File: config.mk
export PLATFORM = sky130hd
export DESIGN_NAME = dct_trace_sequencer
export DESIGN_NICKNAME = d
export VERILOG_FILES = /design/src/rtl/dct_trace_pkg.sv /design/src/rtl/dct_trace_sequencer_frame_reg.sv /design/src/rtl/dct_trace_sequencer.sv
export SDC_FILE = /design/constraint.sdc
export NUM_CORES = 1
export LEC_CHECK = 0
export ABC_AREA = 1
export BUFFER_PORTS_ARGS = -buffer_cell sky130_fd_sc_hd__buf_2
export CAP_MARGIN = 20
export CORE_MARGIN = 2
export CORE_UTILIZATION = 45
export DETAILED_ROUTE_END_ITERATION = 10
export GPL_ROUTABILITY_DRIVEN = 0
export PLACE_DENSITY = 0.72
export SETUP_SLACK_MARGIN = 0.05
export SYNTH_ARGS = -nofsm -noshare
export SYNTH_HDL_FRONTEND = slang
export SYNTH_SLANG_ARGS = --single-unit
File: constraint.sdc
create_clock -name clk -period 4.02 [get_ports clk]
set_input_delay 0.402 -clock clk [delete_from_list [all_inputs] [get_ports clk]]
set_output_delay 0.402 -clock clk [all_outputs]
set_load 0.005 [all_outputs]
File: src/rtl/dct_trace_pkg.sv
// rtl/dct_trace_pkg.sv - shared constants, frame layout and state encoding for the DCT sequencer
package dct_trace_pkg;

    localparam int ATOM_W          = 2;
    localparam int BUF_W           = 30;
    localparam int CNT_W           = 4;
    localparam int PAD_W           = 2;
    localparam int FRAME_W         = CNT_W + PAD_W + BUF_W;
    localparam int ATOMS_PER_FRAME = BUF_W / ATOM_W;

    // Frame layout: {dct_count, PAD, dct_buffer}
    localparam int FRAME_BUF_LSB   = 0;
    localparam int FRAME_PAD_LSB   = BUF_W;
    localparam int FRAME_CNT_LSB   = BUF_W + PAD_W;

    localparam logic [PAD_W-1:0] PAD = 2'b00;

    typedef enum logic [2:0] {
        ST_IDLE    = 3'd0,
        ST_CAPTURE = 3'd1,
        ST_FLUSH   = 3'd2,
        ST_ENDING  = 3'd3,
        ST_ENDED   = 3'd4
    } dct_state_e;

endpackage

File: src/rtl/dct_trace_sequencer_frame_reg.sv
// rtl/dct_trace_sequencer_frame_reg.sv - one-entry valid/ready output register for trace frames
module dct_frame_reg #(
    parameter int W = 36
) (
    input  logic         clk,
    input  logic         reset,
    input  logic         load,
    input  logic [W-1:0] load_data,
    input  logic         wr_ready,
    output logic         wr_valid,
    output logic [W-1:0] wr_data,
    output logic         empty,
    output logic         load_ok
);

    // A new frame may be loaded when the slot is empty or is handing off this cycle.
    assign empty   = !wr_valid;
    assign load_ok = !wr_valid || wr_ready;

    // Hold the frame stable until the consumer takes it; a load always wins over a drain.
    always_ff @(posedge clk) begin
        if (reset) begin
            wr_valid <= 1'b0;
            wr_data  <= '0;
        end else if (load) begin
            wr_valid <= 1'b1;
            wr_data  <= load_data;
        end else if (wr_ready) begin
            wr_valid <= 1'b0;
        end
    end

endmodule

File: src/rtl/dct_trace_sequencer.sv
// rtl/dct_trace_sequencer.sv - packs trace atoms into frames and drives the end-of-test drain
module dct_trace_sequencer
    import dct_trace_pkg::*;
(
    input  logic               clk,
    input  logic               reset,
    input  logic               enable,
    input  logic               atom_valid,
    input  logic [ATOM_W-1:0]  atom_data,
    output logic               atom_ready,
    input  logic               flush_req,
    input  logic               test_end_req,
    output logic               wr_valid,
    output logic [FRAME_W-1:0] wr_data,
    input  logic               wr_ready,
    output logic [BUF_W-1:0]   dct_buffer,
    output logic [CNT_W-1:0]   dct_count,
    output logic               overflow,
    output logic               test_ending,
    output logic               test_has_ended
);

    localparam logic [CNT_W-1:0] FULL_COUNT = CNT_W'(ATOMS_PER_FRAME);

    dct_state_e          state_q;
    dct_state_e          state_d;
    logic                atom_accept;
    logic [CNT_W-1:0]    cnt_after;
    logic                frame_full;
    logic                draining;
    logic                frame_load;
    logic                fr_empty;
    logic                fr_load_ok;
    logic [FRAME_W-1:0]  frame_d;

    assign atom_ready  = (state_q == ST_CAPTURE) && (dct_count < FULL_COUNT);
    assign atom_accept = (state_q == ST_CAPTURE) && atom_valid && atom_ready;
    // Count as it will be once any same-cycle atom is packed.
    assign cnt_after   = dct_count + {{(CNT_W-1){1'b0}}, atom_accept};
    assign frame_full  = (dct_count == FULL_COUNT);
    assign draining    = (state_q == ST_FLUSH) || (state_q == ST_ENDING);
    // Full frames may overlap a drain; partial frames wait for an empty slot.
    assign frame_load  = (frame_full && fr_load_ok) ||
                         (draining && (dct_count != '0) && fr_empty);

    // Assemble the outgoing frame from the live buffer and count.
    always_comb begin
        frame_d = '0;
        frame_d[FRAME_BUF_LSB +: BUF_W] = dct_buffer;
        frame_d[FRAME_PAD_LSB +: PAD_W] = PAD;
        frame_d[FRAME_CNT_LSB +: CNT_W] = dct_count;
    end

    dct_frame_reg #(
        .W(FRAME_W)
    ) u_frame_reg (
        .clk       (clk),
        .reset     (reset),
        .load      (frame_load),
        .load_data (frame_d),
        .wr_ready  (wr_ready),
        .wr_valid  (wr_valid),
        .wr_data   (wr_data),
        .empty     (fr_empty),
        .load_ok   (fr_load_ok)
    );

    // Packing buffer: cleared when its contents move to the output register, else shifts in atoms.
    always_ff @(posedge clk) begin
        if (reset) begin
            dct_buffer <= '0;
            dct_count  <= '0;
            overflow   <= 1'b0;
        end else begin
            if (frame_load) begin
                dct_buffer <= '0;
                dct_count  <= '0;
            end else if (atom_accept) begin
                dct_buffer <= {dct_buffer[BUF_W-ATOM_W-1:0], atom_data};
                dct_count  <= cnt_after;
            end
            if ((state_q == ST_CAPTURE) && atom_valid && !atom_ready) begin
                overflow <= 1'b1;
            end
        end
    end

    // Next-state decode; test_end_req outranks flush and enable changes.
    always_comb begin
        state_d = state_q;
        case (state_q)
            ST_IDLE: begin
                if (test_end_req)      state_d = ST_ENDING;
                else if (enable)       state_d = ST_CAPTURE;
            end
            ST_CAPTURE: begin
                if (test_end_req)      state_d = ST_ENDING;
                else if (!enable)      state_d = (cnt_after != '0) ? ST_FLUSH : ST_IDLE;
                else if (flush_req && (cnt_after != '0))
                                       state_d = ST_FLUSH;
            end
            ST_FLUSH: begin
                if (test_end_req)      state_d = ST_ENDING;
                else if (frame_load || (dct_count == '0))
                                       state_d = enable ? ST_CAPTURE : ST_IDLE;
            end
            ST_ENDING: begin
                if ((dct_count == '0) && fr_empty)
                                       state_d = ST_ENDED;
            end
            ST_ENDED:                  state_d = ST_ENDED;
            default:                   state_d = ST_IDLE;
        endcase
    end

    // State register with registered decodes that line up with the state they report.
    always_ff @(posedge clk) begin
        if (reset) begin
            state_q        <= ST_IDLE;
            test_ending    <= 1'b0;
            test_has_ended <= 1'b0;
        end else begin
            state_q        <= state_d;
            test_ending    <= (state_d == ST_ENDING);
            test_has_ended <= (state_d == ST_ENDED);
        end
    end

endmodule

==> impl_metrics.csv, run 1 <==
group,metric,value,unit
worst_hold_path,hold_depth,3,
clocking,post_cts_resized,0,
clocking,cts_buffers,9,
worst_setup_path,path_class,"flip-flop to flip-flop",
floorplanning,chipWidth,84.7,um
yosys,synth_cell_types,31,
worst_setup_path,reg2reg_slack,1.32,ns
clocking,cts_tree,"yes",
placement,hpwl,4300,um
timing,rsz0062_at_grt,"false",
timing,tns,0,ns
worst_hold_path,hold_class,"input pin to flip-flop",
yosys,synth_top_area_cell,"dfxtp_1",
clocking,postCtsSetupBuffers,0,
yosys,synth_seq_cells,75,
power_and_ir_drop,switching_share,34.5,%
worst_setup_path,crit_path_start_kind,"flip-flop",
timing,hold_viol_final,0,
yosys,ys_warn_count,0,
floorplanning,row_count,29,
finish,multi_input_area,1120,um^2
timing,maxSlewHeadroom,59.6,%
finish,instances_no_fill,505,
run_status,status,"finished clean",
finish,nets,435,
worst_setup_path,endpoint_kind,"flip-flop",
yosys,synth_common_cells,"75 x dfxtp_1, 50 x a21oi_1, 50 x o21ai_0",
timing,setup_violations,0,
finish,syn_to_final_growth,21.2,%
finish,diodes,0,
drt,routed_wirelength,6650,um
yosys,synth_top_cell_area_share,51.2,%
timing,timing.final.crit_share,67.2,%
worst_setup_path,crit_fanout,21,
yosys,yosysMostFrequentCell,"dfxtp_1",
timing,fmax,0.370,GHz
power_and_ir_drop,p_switching,0.000885,W
finish,fill_cells,609,
drt,avgRoutedWirePerCell,13.2,um
run,maxCapViolations,0,
clocking,h-tree-depth,3,
placement,dp_cells,489,
power_and_ir_drop,clockPowerShare,27.3,%
global_route,antenna_found_initial,0,
yosys,syn_area_per_cell,8.38,um^2
floorplanning,ios,84,
global_route,grt_pass1_wl,11000,um
drt,first_iter_violations,113,
drt,routed-via-count,2549,
finish,drive_above_1_share,28.0,%
timing,finalMaxSlewViolations,0,
global_route,grt_max_degree,61,
clocking,clk_pin_slew,0.08,ns
clocking,cts_sinks,75,
floorplanning,core_area,6310,um^2
clocking,root_buffer,"clkbuf_8",
clocking,cts_hold_buf,0,
timing,period_minus_slack,2.70,ns
global_route,grt_usage,19.0,%
power_and_ir_drop,leakage,1.70,nW
worst_setup_path,reg2regPathDepth,18,
worst_setup_path,critPathArrivalTime,2.94,ns
drt,drc,0,
drt,final_antenna_net_count,0,
yosys,syn-instance-count,350,
power_and_ir_drop,powerDensity,721,nW/um^2
yosys,synth_area,2930,um^2
clocking,clk_path_buf_depth,2,
worst_setup_path,worstPathRequired,4.25,ns
floorplanning,die_y,84.7,um
yosys,synth-edff-count,0,
yosys,synth.area.top_cells,"dfxtp_1 51%, a21oi_1 8.5%, o21ai_0 8.5%, nor2_1 5.1%, inv_1 4.7%",
floorplanning,start_util,46.5,%
global_route,grt_pass1_vias,2375,
yosys,synthArstFlopShare,0,%
yosys,yosys_most_used_dff,"dfxtp_1",
drt,via_per_inst,5.05,
finish,register_area,1500,um^2
placement,port_buffers,81,
power_and_ir_drop,p_int,0.00168,W
timing,clock_skew,0.00958,ns
power_and_ir_drop,peakVddDrop,0.000366,V
clocking,clock_latency,0.34,ns
power_and_ir_drop,seq_power_share,41.5,%
yosys,yosysSeqAreaShare,51.2,%
floorplanning,die_area,7180,um^2
power_and_ir_drop,pwr-share-comb,31.2,%
timing,worstMarginPinSlew,0.606,ns
global_route,grt_overflow_total,0,
drt,first_pass_iters,4,
power by group through the flow:
stage,sequential [W],combinational [W],clock (W)
detailed placement,0.00108,0.000798,0
global placement,0.00107,0.000781,0
finish,0.00106,0.000800,0.000701
CTS,0.00106,0.000804,0.000717
floorplan,0.00108,0.000534,0
global route,0.00109,0.000909,0.000750
layout by cell type, fill, tap and decap left out, types with 2 or more instances in the layout:
cell and count:
conb_1 2, nand4_1 2, nor3_1 2, a21oi_1 50
dfxtp_1 75, clkbuf_8 10, nand2_1 30, nor2_4 2
inv_2 4, buf_2 81, bufinv_16 3, ha_1 2
o21ai_0 50, inv_1 37, nand2_2 2, nand3_1 4
o21ai_1 10, a211oi_2 8, nor2_1 40
stage by stage:
stage / power (W) / hold slack, ns / cell area (um^2) / setup slack, ns / util (%)
floorplan: 0.00162 / 0.461 / 2940 / 1.64 / -
global placement: 0.00185 / 0.456 / 3290 / 1.48 / 52.1
detailed placement: 0.00187 / 0.467 / 3290 / 1.35 / 52.1
CTS: 0.00258 / 0.318 / 3530 / 1.32 / 55.9
global route: 0.00275 / 0.325 / 3550 / 1.10 / 56.3
finish: 0.00256 / 0.337 / 3550 / 1.32 / 56.3
logic make-up after synthesis:
group           share of synthesized area (%)
compound gates                           23.5
fa+ha+maj                               0.853
buf+inv                                  10.7
flops                                    51.2
other cells                             0.128
simple gates                             13.7
worst max-delay path: stages, from the launching register on:
cell and delay [ns]:
dfxtp_1 0.34, inv_1 0.15, nand3_2 0.13, nor2_4 0.14, nand2_2 0.06, inv_2 0.30, ha_1 0.28, ha_1 0.26
or2_2 0.28, nor2_1 0.10, nand2_1 0.09, nand2_1 0.09, nand2_1 0.05, nand2_1 0.06, nand2_1 0.05, nand2_1 0.05
nand2_1 0.04, nand2_1 0.08, nor2_1 0.05
state kept, by name (all words and copies together), names as in the netlist:
signal,flops
dct_buffer,30
dct_count,4
overflow,1
state_q,3
test_ending,1
test_has_ended,1
u_frame_reg.wr_data,34
u_frame_reg.wr_valid,1
area by class of cell:
| cell class | instances | share of cell area (%) |
|---|---|---|
| Timing Repair Buffer | 83 | 12.4 |
| Clock inverter | 4 | 2.78 |
| Inverter | 41 | 4.33 |
| Tap cell | 77 | 2.71 |
| Sequential cell | 75 | 42.2 |
| Multi-Input combinational cell | 214 | 31.6 |
| Clock buffer | 11 | 3.98 |
worst paths after layout:
kind	startpoint	endpoint
min	atom_data[1]	dct_buffer[1]
max	state_q[2]	test_ending
max reg2reg	state_q[2]	test_ending
min reg2reg	dct_buffer[6]	u_frame_reg.wr_data[6]
layer usage:
layer | share of wire, % | vias up | global-route usage (%) | wire (um)
met5 | 0 | - | 0 | 0
met4 | 1.9 | 0 | 8.37 | 126
met3 | 6.7 | 13 | 6.49 | 445
met1 | 45 | 1155 | 24.1 | 3010
met2 | 46 | 84 | 29.2 | 3080
li1 | - | 1297 | - | -
No activity file was read; power rests on OpenSTA's default activity.
==> run 2, diff against run 1 <==
==> constraint.sdc (replaced) <==
create_clock -name clk -period 2.6 [get_ports clk]
set_input_delay 0.26 -clock clk [delete_from_list [all_inputs] [get_ports clk]]
set_output_delay 0.26 -clock clk [all_outputs]
set_load 0.005 [all_outputs]
==> impl_metrics.csv, run 2 (synthesis results as in run 1) <==
group,metric,value,unit
run_status,status,"finished clean",
clocking,cts_buffers,9,
drt,routed-via-count,2587,
power_and_ir_drop,leakage,1.69,nW
timing,tns,0,ns
worst_hold_path,min-delay-start,"atom_data[1]",
worst_setup_path,endpoint_kind,"flip-flop",
drt,wl_met2,3200,um
timing,timing.final.crit_share,88.8,%
timing,setup_violations,0,
clocking,clk_path_buf_depth,2,
global_route,grt_usage,19.5,%
drt,via_per_inst,5.07,
finish,largest_register,"u_frame_reg.wr_data",
floorplanning,ios,84,
drt,first_iter_violations,104,
finish,final_cell_mix,"81 x buf_2, 73 x dfxtp_1, 50 x o21ai_0, 50 x a21oi_1, 40 x nor2_1",
drt,met1Wirelength,2900,um
drt,final_antenna_net_count,0,
clocking,root_buffer,"clkbuf_8",
timing,maxSlewHeadroom,55.4,%
global_route,grt_overflow_total,0,
finish,largestRegisters,"u_frame_reg.wr_data x34, dct_buffer x30, dct_count x4",
worst_setup_path,reg2reg_slack,0.29,ns
finish,nets,439,
timing,clock_skew,0.00867,ns
clocking,postCtsSetupBuffers,0,
worst_hold_path,hold_end,"dct_buffer[1]",
timing,period_minus_slack,2.31,ns
worst_setup_path,reg2regPathDepth,18,
finish,fill_cells,625,
floorplanning,chipWidth,84.7,um
drt,first_pass_iters,4,
worst_setup_path,crit_fanout,4,
drt,top_layer,"met4",
clocking,cts_sinks,75,
timing,fmax,0.433,GHz
worst_setup_path,critPathArrivalTime,2.54,ns
timing,hold_viol_final,0,
finish,syn_to_final_growth,20.0,%
worst_setup_path,worstPathRequired,2.83,ns
finish,postLayoutCellArea,3520,um^2
floorplanning,die_y,84.7,um
worst_setup_path,r2r-end,"state_q[1]",
drt,avgRoutedWirePerCell,13.1,um
floorplanning,row_count,29,
global_route,grt_pass1_vias,2515,
timing,rsz0062_at_grt,"false",
power_and_ir_drop,powerDensity,1070,nW/um^2
finish,drive_above_1_share,29.6,%
run,maxCapViolations,0,
clocking,h-tree-depth,3,
floorplanning,die_area,7180,um^2
power_and_ir_drop,peakVddDrop,0.000510,V
global_route,grt_max_degree,49,
global_route,grt_pass1_wl,11300,um
clocking,clk_pin_slew,0.07,ns
global_route,antenna_found_initial,0,
worst_hold_path,hold_depth,3,
finish,largest_reg_flops,34,
drt,dr_wl_met3,450,um
worst_hold_path,hold_class,"input pin to flip-flop",
worst_setup_path,r2r_start,"state_q[1]",
clocking,cts_tree,"yes",
worst_setup_path,setup.worst_path.start,"state_q[1]",
timing,finalMaxSlewViolations,0,
finish,final_common_cell,"buf_2",
worst_setup_path,path_class,"flip-flop to flip-flop",
placement,port_buffers,81,
drt,drc,0,
placement,hpwl,4550,um
finish,diodes,0,
drt,routed_wirelength,6670,um
timing,worstMarginPinSlew,0.668,ns
worst_setup_path,crit_path_start_kind,"flip-flop",
clocking,clock_latency,0.34,ns
floorplanning,core_area,6310,um^2
floorplanning,start_util,46.5,%
placement,place_area,3320,um^2
==> run 2: critical path, stage by stage (launching register included) <==
cell and delay, ns:
dfxtp_1 0.35, inv_1 0.13, nand3_2 0.11, nor2_4 0.13, nand2_2 0.06, inv_2 0.06, ha_1 0.19, ha_1 0.26
or2_2 0.28, nor2_1 0.10, nand2_1 0.08, nand2_1 0.08, nand2_1 0.05, nand2_1 0.05, nand2_1 0.04, nand2_1 0.05
nand2_1 0.04, nand2_1 0.07, inv_1 0.06
==> run 2: metrics by stage <==
step | std cells | setup slack (ns) | hold slack (ns) | total power, W | util [%]
final | 510 | 0.292 | 0.197 | 0.00378 | 55.7
after global routing | 510 | 0.0575 | 0.215 | 0.00408 | 55.7
after CTS | 510 | 0.237 | 0.184 | 0.00381 | 55.7
after detailed placement | 494 | 0.261 | 0.468 | 0.00293 | 52.7
after global placement | 494 | 0.355 | 0.457 | 0.00289 | 52.7
after floorplan | 351 | 0.224 | 0.332 | 0.00250 | -
==> run 2: what timing repair did <==
item,4_1_cts,5_1_grt
resized for setup,0,3
hold buffers,0,0
setup endpoints to repair,0,2
endpoints found under the hold margin,0,0
==> run 2: routing by layer <==
metal	GRT usage (%)	vias up
met5	0	-
met4	8.51	0
met3	5.90	12
met2	33.1	69
met1	22.9	1195
li1	-	1311
==> run 2: report_power, final <==
part	internal, W	switching, W
combinational	0.000503	0.000759
sequential	0.00145	0.000185
clock	0.000446	0.000436
==> run 2: area by class of cell <==
| class | count | area, um^2 | share of cell area (%) |
|---|---|---|---|
| sequential | 75 | 1500 | 42.7 |
| multi-input combinational | 214 | 1120 | 31.9 |
| inverter | 41 | 154 | 4.37 |
| clock inverter | 6 | 65.1 | 1.85 |
| tap | 77 | 96.3 | 2.74 |
| clock buffer | 10 | 128 | 3.63 |
| timing repair buffer | 87 | 450 | 12.8 |
==> run 2: worst max-delay path by stage <==
| stage | endpoint | slack [ns] |
|---|---|---|
| 6_report | state_q[1] | 0.29 |
| 5_1_grt | state_q[1] | 0.06 |
| 4_1_cts | state_q[1] | 0.24 |
| 3_5_place_dp | state_q[1] | 0.26 |
| 3_3_place_gp | test_ending | 0.35 |
| 2_1_floorplan | test_ending | 0.22 |
